File: src/rtl/operand_assembler.sv
// operand_assembler: turns calculator keypad tokens into two signed
// operands and an operator, then hands them to the ALU by request/ack.
// Ports:
//   clk, RST (async, active high)
//   read_input/key_read      token valid / one-cycle acknowledge
//   keypad_input[3:0]        decimal digit
//   operator_input[2:0]      001 sign, 010 add, 011 sub, 100 mul, 110 clear
//   equal_input              equal key
//   operand_a/b[15:0]        latched signed operands
//   alu_op[2:0]              latched operator
//   calc_req/calc_ack        ALU request handshake
//   display_value[15:0]      signed entry in progress
//   overflow                 sticky entry overflow
// Optional: define CLEAR_KEY_EN to make op 110 a full clear.
module operand_assembler (
   input  logic        clk,
   input  logic        RST,
   input  logic        read_input,
   output logic        key_read,
   input  logic [3:0]  keypad_input,
   input  logic [2:0]  operator_input,
   input  logic        equal_input,
   output logic [15:0] operand_a,
   output logic [15:0] operand_b,
   output logic [2:0]  alu_op,
   output logic        calc_req,
   input  logic        calc_ack,
   output logic [15:0] display_value,
   output logic        overflow
);

   typedef enum logic [1:0] {
      ENTER_A = 2'd0,
      ENTER_B = 2'd1,
      REQ     = 2'd2
   } state_t;

   state_t      state_q, state_d;
   logic        armed_q, armed_d;
   logic        kr_q, kr_d;
   logic [14:0] mag_q, mag_d;
   logic        sign_q, sign_d;
   logic        ovf_q, ovf_d;
   logic        dig_q, dig_d;
   logic [15:0] opa_q, opa_d;
   logic [15:0] opb_q, opb_d;
   logic [2:0]  op_q, op_d;
   logic        req_q, req_d;

   logic        accept;
   logic        is_op, is_eq, is_dig;
   logic        is_sign, is_arith, is_clr;
   logic [15:0] entry_val;
   logic [18:0] prod;

   // Token class: operator beats equal beats digit.
   assign is_op    = (operator_input != 3'b000);
   assign is_eq    = !is_op && equal_input;
   assign is_dig   = !is_op && !equal_input;
   assign is_sign  = (operator_input == 3'b001);
   assign is_arith = (operator_input == 3'b010) ||
                     (operator_input == 3'b011) ||
                     (operator_input == 3'b100);
   assign is_clr   = (operator_input == 3'b110);

   assign accept = read_input && armed_q && (state_q != REQ);

   assign entry_val = sign_q ? (16'd0 - {1'b0, mag_q})
                             : {1'b0, mag_q};

   // Max 32767*10+9 fits in 19 bits, so no wrap before the range test.
   assign prod = ({4'd0, mag_q} * 19'd10) + {15'd0, keypad_input};

   always_comb begin
      state_d = state_q;
      kr_d    = 1'b0;
      mag_d   = mag_q;
      sign_d  = sign_q;
      ovf_d   = ovf_q;
      dig_d   = dig_q;
      opa_d   = opa_q;
      opb_d   = opb_q;
      op_d    = op_q;
      req_d   = req_q;

      // One accept per press: re-arm only once the key is released.
      if (accept) begin
         armed_d = 1'b0;
      end else if (!read_input) begin
         armed_d = 1'b1;
      end else begin
         armed_d = armed_q;
      end

      if (accept) begin
         kr_d = 1'b1;
         unique case (1'b1)
            is_op: begin
               if (is_sign) begin
                  sign_d = !sign_q;
               end else if (is_arith) begin
                  if (state_q == ENTER_A) begin
                     opa_d   = entry_val;
                     op_d    = operator_input;
                     mag_d   = '0;
                     sign_d  = 1'b0;
                     dig_d   = 1'b0;
                     state_d = ENTER_B;
                  end else if (!dig_q) begin
                     op_d = operator_input;
                  end
               end else if (is_clr) begin
`ifdef CLEAR_KEY_EN
                  mag_d   = '0;
                  sign_d  = 1'b0;
                  ovf_d   = 1'b0;
                  dig_d   = 1'b0;
                  opa_d   = '0;
                  opb_d   = '0;
                  op_d    = '0;
                  state_d = ENTER_A;
`else
                  op_d = op_q;
`endif
               end
            end
            is_eq: begin
               if (state_q == ENTER_B && dig_q) begin
                  opb_d   = entry_val;
                  req_d   = 1'b1;
                  state_d = REQ;
               end
            end
            is_dig: begin
               dig_d = 1'b1;
               if (prod > 19'd32767) begin
                  ovf_d = 1'b1;
               end else begin
                  mag_d = prod[14:0];
               end
            end
            default: begin
               kr_d = 1'b1;
            end
         endcase
      end

      if (state_q == REQ && calc_ack) begin
         req_d   = 1'b0;
         mag_d   = '0;
         sign_d  = 1'b0;
         ovf_d   = 1'b0;
         dig_d   = 1'b0;
         state_d = ENTER_A;
      end
   end

   always_ff @(posedge clk or posedge RST) begin
      if (RST) begin
         state_q <= ENTER_A;
         armed_q <= 1'b1;
         kr_q    <= 1'b0;
         mag_q   <= '0;
         sign_q  <= 1'b0;
         ovf_q   <= 1'b0;
         dig_q   <= 1'b0;
         opa_q   <= '0;
         opb_q   <= '0;
         op_q    <= '0;
         req_q   <= 1'b0;
      end else begin
         state_q <= state_d;
         armed_q <= armed_d;
         kr_q    <= kr_d;
         mag_q   <= mag_d;
         sign_q  <= sign_d;
         ovf_q   <= ovf_d;
         dig_q   <= dig_d;
         opa_q   <= opa_d;
         opb_q   <= opb_d;
         op_q    <= op_d;
         req_q   <= req_d;
      end
   end

   assign key_read      = kr_q;
   assign operand_a     = opa_q;
   assign operand_b     = opb_q;
   assign alu_op        = op_q;
   assign calc_req      = req_q;
   assign display_value = entry_val;
   assign overflow      = ovf_q;

endmodule

File: config.mk
export PLATFORM = sky130hd
export DESIGN_NAME = operand_assembler
export DESIGN_NICKNAME = d
export VERILOG_FILES = /design/src/rtl/operand_assembler.sv
export SDC_FILE = /design/constraint.sdc
export NUM_CORES = 1
export LEC_CHECK = 0
export ABC_AREA = 1
export CAP_MARGIN = 20
export CORE_MARGIN = 2
export CORE_UTILIZATION = 43
export CTS_CLUSTER_SIZE = 8
export DETAILED_ROUTE_END_ITERATION = 8
export GPL_TIMING_DRIVEN = 0
export PLACE_DENSITY = 0.68
export SYNTH_ARGS = -nofsm -noshare
export SYNTH_HDL_FRONTEND = slang
export SYNTH_SLANG_ARGS = --single-unit
File: constraint.sdc
create_clock -name clk -period 3.15 [get_ports clk]
set_input_delay 0.4725 -clock clk [delete_from_list [all_inputs] [get_ports clk]]
set_output_delay 0.4725 -clock clk [all_outputs]
set_load 0.03 [all_outputs]
* Word-level counts from Yosys, hierarchy flattened
Cells that the tools add are included.
Storage, ports and cells: register bits after elaboration 58, input port bits 12, output and inout port bits 54, logic and storage cells 100
Operators by class: add/subtract/negate cells 2, multipliers 1, $lt $le $gt $ge 1, equality and inequality tests 14, multiplexer cells 38, bitwise operators 1, reduce and logical (&&, ||, !) cells 32
Operator list (count):
- $mux 15 | 6
- $pmux 15 s2 | 1
- $mux 1 | 20
- $add 19x4->19 | 1
- $gt 19x15->1 const B | 1
- $mul 15x3->18 const B | 1
- $mux 16 | 1
- $sub 1x15->16 const A | 1
- $reduce_and 5->1 | 3
- $reduce_bool 3->1 | 5
- $mux 2 | 6
- $reduce_and 6->1 | 2
- $reduce_bool 2->1 | 6
- $ne 3x1->1 const B | 3
- $reduce_and 3->1 | 3
- $eq 3x2->1 const B | 2
- $logic_and 1x1->1 | 6
- $mux 3 | 2
- $ne 3x2->1 const B | 2
- $ne 2x1->1 const B | 2
- $pmux 2 s2 | 1
- $reduce_and 4->1 | 1
- $eq 3x1->1 const B | 1
- $eq 3x3->1 const B | 1
- other kinds (8) | 11

* Depth between registers and ports, before layout
word-level depth 8, mapped depth 23, mapped depth without buffers 21

* Worst setup path after synthesis
OpenSTA, ideal clock, no wires.
path type register -> register, start register mag_q[1], end register mag_q[1], setup time 116 ps, arrival 2964 ps, required time 3034 ps, slack 70 ps, stages on the path, launching flop included 22, buffers on the path 1, clock period less this slack 3080 ps, cell sequence dfrtp_1 ha_1 ha_1 fa_1 nand2_1 inv_1 nand4_1 nand2_2 nand2_1 nor2_4 nand3_4 nor2_4 nand3_2 nand2_2 nand2_1 nor2_2 nand2_2 nand2_4 nand2_4 buf_8 nand2_2 nand2_2
Between the ends: longest elaborated chain between the ends 5
RTL lines:
- start: declaration | line 41 | logic [14:0] mag_q, mag_d;
- start signal: assignment | line 175 | mag_q <= mag_d;
- $mul 15x3->18 | line 72 | assign prod = ({4'd0, mag_q} * 19'd10) + {15'd0, keypad_input};
- $add 19x4->19 | line 72
- $gt 19x15->1 | line 136 | if (prod > 19'd32767) begin
- $ne 3x2->1 (no source line)
- $reduce_and 6->1 (no source line)
No other way between the ends. A chain may end at the register's enable or synchronous reset.

* Final worst setup path
start register mag_q[1], end register mag_q[11]
Between the ends: longest elaborated chain between the ends 6, elaborated cells on any way between the ends 9, classes of those cells add/sub (1); mul (1); order compare (1); eq/ne (1); mux (4); reduce/logical (1)
RTL lines (line):
- $mul 15x3->18 (*) | 72
- $add 19x4->19 (*) | 72
- parallel branches: the longest is 4 deep, another holds $gt 19x15->1
Every way passes the cells marked *. The select of a mux whose other input is x is not followed.

==> results_dict.tcl <==
set metrics [dict create \
    yosys.area.top_type_share 0.319 \
    final_antenna_net_count 0 \
    fin_area_sq_um 5740 \
    cp_max_fo 5 \
    clkLatencyLatePin_ps 330 \
    first_pass_iters 5 \
    slowest_stage "fa_2" \
    instances_no_fill 856 \
    area_delta_synth_final_pct 28.6 \
    final-setup-viol-count 0 \
    nets 759 \
    min_path_type "in -> async" \
    netlist_area_sq_um 4470 \
    yosys_warnings 0 \
    clock_skew_ps 8.00 \
    cp-start-kind "flip-flop" \
    yosysUniqueCellTypes 36 \
    grt_pass1_wl_microns 18400 \
    die_area_sq_um 11200 \
    period_minus_slack_ps 3150 \
    ctsRootBufferMaster "clkbuf_8" \
    htree_num_levels 3 \
    synthMuxAreaShare 0 \
    synth_area_leaders "dfrtp_1 32%, nand2_1 14%, ha_1 8.4%" \
    synth-seq-cells 58 \
    core_area_sq_um 10200 \
    most-common-layout-cells "163 x nand2_1, 79 x inv_1, 57 x clkdlybuf4s50_1" \
    cts.sinks 58 \
    synth_edf_count 0 \
    end_kind "flip-flop" \
    grt_max_degree 47 \
    pre_cts_ws_ps -291 \
    total_power_mw 2.68 \
    start_util 0.439 \
    rows 37 \
    maxSlewViolCount 0 \
    finalHoldViolations 0 \
    avgRoutedWirePerCell_microns 12.9 \
    rsz0062_at_grt "yes" \
    crit_type "reg -> reg" \
    grt_pass1_vias 4155 \
    dp_hpwl_microns 8580 \
    drive_gt1_frac 0.197 \
    dpl-instance-area_sq_um 5310 \
    synth_ff_type "dfrtp_1" \
    maxSlewHeadroom 0.450 \
    drv_cap 0 \
    tightest_slew_ps 821 \
    syn_nets 668 \
    avgSynthCellArea_sq_um 7.16 \
    die_y_microns 106 \
    p_per_area_nw_per_um2 466 \
    diodes 0 \
    status "finished clean" \
    finalCritPeriodShare 0.999 \
    netlist_instances 624 \
    p_leak_nw 2.89 \
    cts_tree "yes" \
    synth_compound_area_frac 0.0762 \
    regArea_sq_um 1460 \
    clk_pin_slew_ps 60 \
    vias_per_cell 4.99 \
    synth_xor_area_frac 0.0333 \
    irDropWorstVdd_mv 0.253 \
    gp_congestion 0.872 \
    cp.arrival_ps 3350 \
    first_iter_violations 143 \
    place.port_buffers 65 \
    ys_seq_area_frac 0.325 \
    fillerInstances 950 \
    drc 0 \
    cpMostUsedCell "nand2_2" \
    cts_buffer_depth 2 \
    io_pins 66 \
    required_ps 3360 \
    max_stage_delay_ps 570 \
    synth_fa_ha_area_frac 0.0930 \
    postCtsHoldBufs 0 \
    via_count 4268 \
    antenna_found_initial 0 \
    async_reset_ff_frac 1.00 \
    max_freq_ghz 0.318 \
    mostFrequentLayoutCell "nand2_1" \
    postLayoutCoreUtil 0.564 \
    grt-ovfl-total 0 \
    routed_wl_microns 11000 \
    multiInputGateArea_sq_um 2700 \
    grt_usage 0.202 \
    yosysTopAreaCell "dfrtp_1" \
    synthSimpleGateAreaFrac 0.372 \
    placed_cells 826 \
    synth_top_family_by_area "simple AND/OR/NAND/NOR gates" \
    die_w_microns 106 \
    finalWorstSetupSlack_ps 4.27 \
    cts_buffers 9 \
    path_cells "ha_4 -> ha_4 -> fa_2 -> nand2_1 -> inv_1 -> nand4_1 -> nand2_2 -> nand2_2 -> nor2_4 -> nand3_4 -> nor2_4 -> nand3_2 -> nand2_2 -> nand2_2 -> nor2_2 -> nand2_2 -> nand2_4 -> nand2_8 -> buf_6 -> nand2_2 -> nand2_1" \
]
## report_power, final
part	internal, mW	total (mW)	switching, mW
Sequential	0.859	0.936	0.0775
Clock	0.303	0.574	0.270
Combinational	0.448	1.17	0.722
## worst max-delay path: cells and delay by family (launching register included)
kind	cells	cell delay (ps)
adders and majority gates	3	980
buffers and inverters	2	220
DFF	1	440
and+or+nand+nor	16	1390
## sequential cells by signal (all words and copies together), names as in the netlist
| register | count |
|---|---|
| alu_op | 3 |
| armed_q | 1 |
| calc_req | 1 |
| dig_q | 1 |
| key_read | 1 |
| mag_q | 15 |
| operand_a | 16 |
| operand_b | 16 |
| overflow | 1 |
| sign_q | 1 |
| state_q | 2 |
## cells by family after synthesis
group | after synthesis
and+or+nand+nor | 346
buffers and inverters | 107
AOI/OAI and AO/OA | 64
DFF | 58
adders and majority gates | 32
xor gates and xnor gates | 17
## layer usage
metal	track usage	part of all wire
met1	0.257	0.46
met2	0.356	0.49
met3	0.0227	0.030
met4	0.0714	0.017
met5	0	0
## path summary, 6_finish.rpt
path / from / end / slack (ps) / cells after the start
max: mag_q[1] / mag_q[11] / 4 / 21
min: RST / key_read / 410 / 2
max reg2reg: mag_q[1] / mag_q[11] / 4 / 21
min reg2reg: armed_q / armed_q / 470 / 2
max in group asynchronous: RST / mag_q[1] / 2180 / 3
min in group clk: armed_q / armed_q / 470 / 2
## Yosys cell counts, types with 2 or more instances
library cell,instances
nor3_1,9
nor2_2,7
or2_2,3
clkbuf_1,7
nand4_1,14
nor2_4,5
nand2_2,38
nand3_1,45
o21ai_0,42
o21a_1,2
nand3_2,3
dfrtp_1,57
nor3_2,2
nor2_1,39
fa_1,2
nand2_1,171
buf_6,4
a21oi_1,13
inv_1,80
xor2_1,14
a31oi_1,2
nand2_4,7
xnor2_1,3
ha_1,30
inv_2,14
## per-stage QoR
step                TNS [ps]  hold WS, ps
finish                     0          408
global route           -1970          437
detailed placement     -3810          458
CTS                    -7.95          399
floorplan                  0          442
global placement       -2060          453
## final cells by class
type	instances	share of cell area
multi-input cells	459	0.470
flip-flops and latches	58	0.254
repair buffers	80	0.140
inverters	94	0.0614
well taps	136	0.0296
clock buffers	13	0.0259
plain buffers	13	0.0163
clock inverters	3	0.00261
## repair_timing
item	CTS	global route
resized for setup	23	32
pin swaps	6	10
setup endpoints to repair	23	24
buffers inserted	9	3
endpoints found under the hold margin	0	0
cloned	1	1
Power figures use the tool's default switching activity.
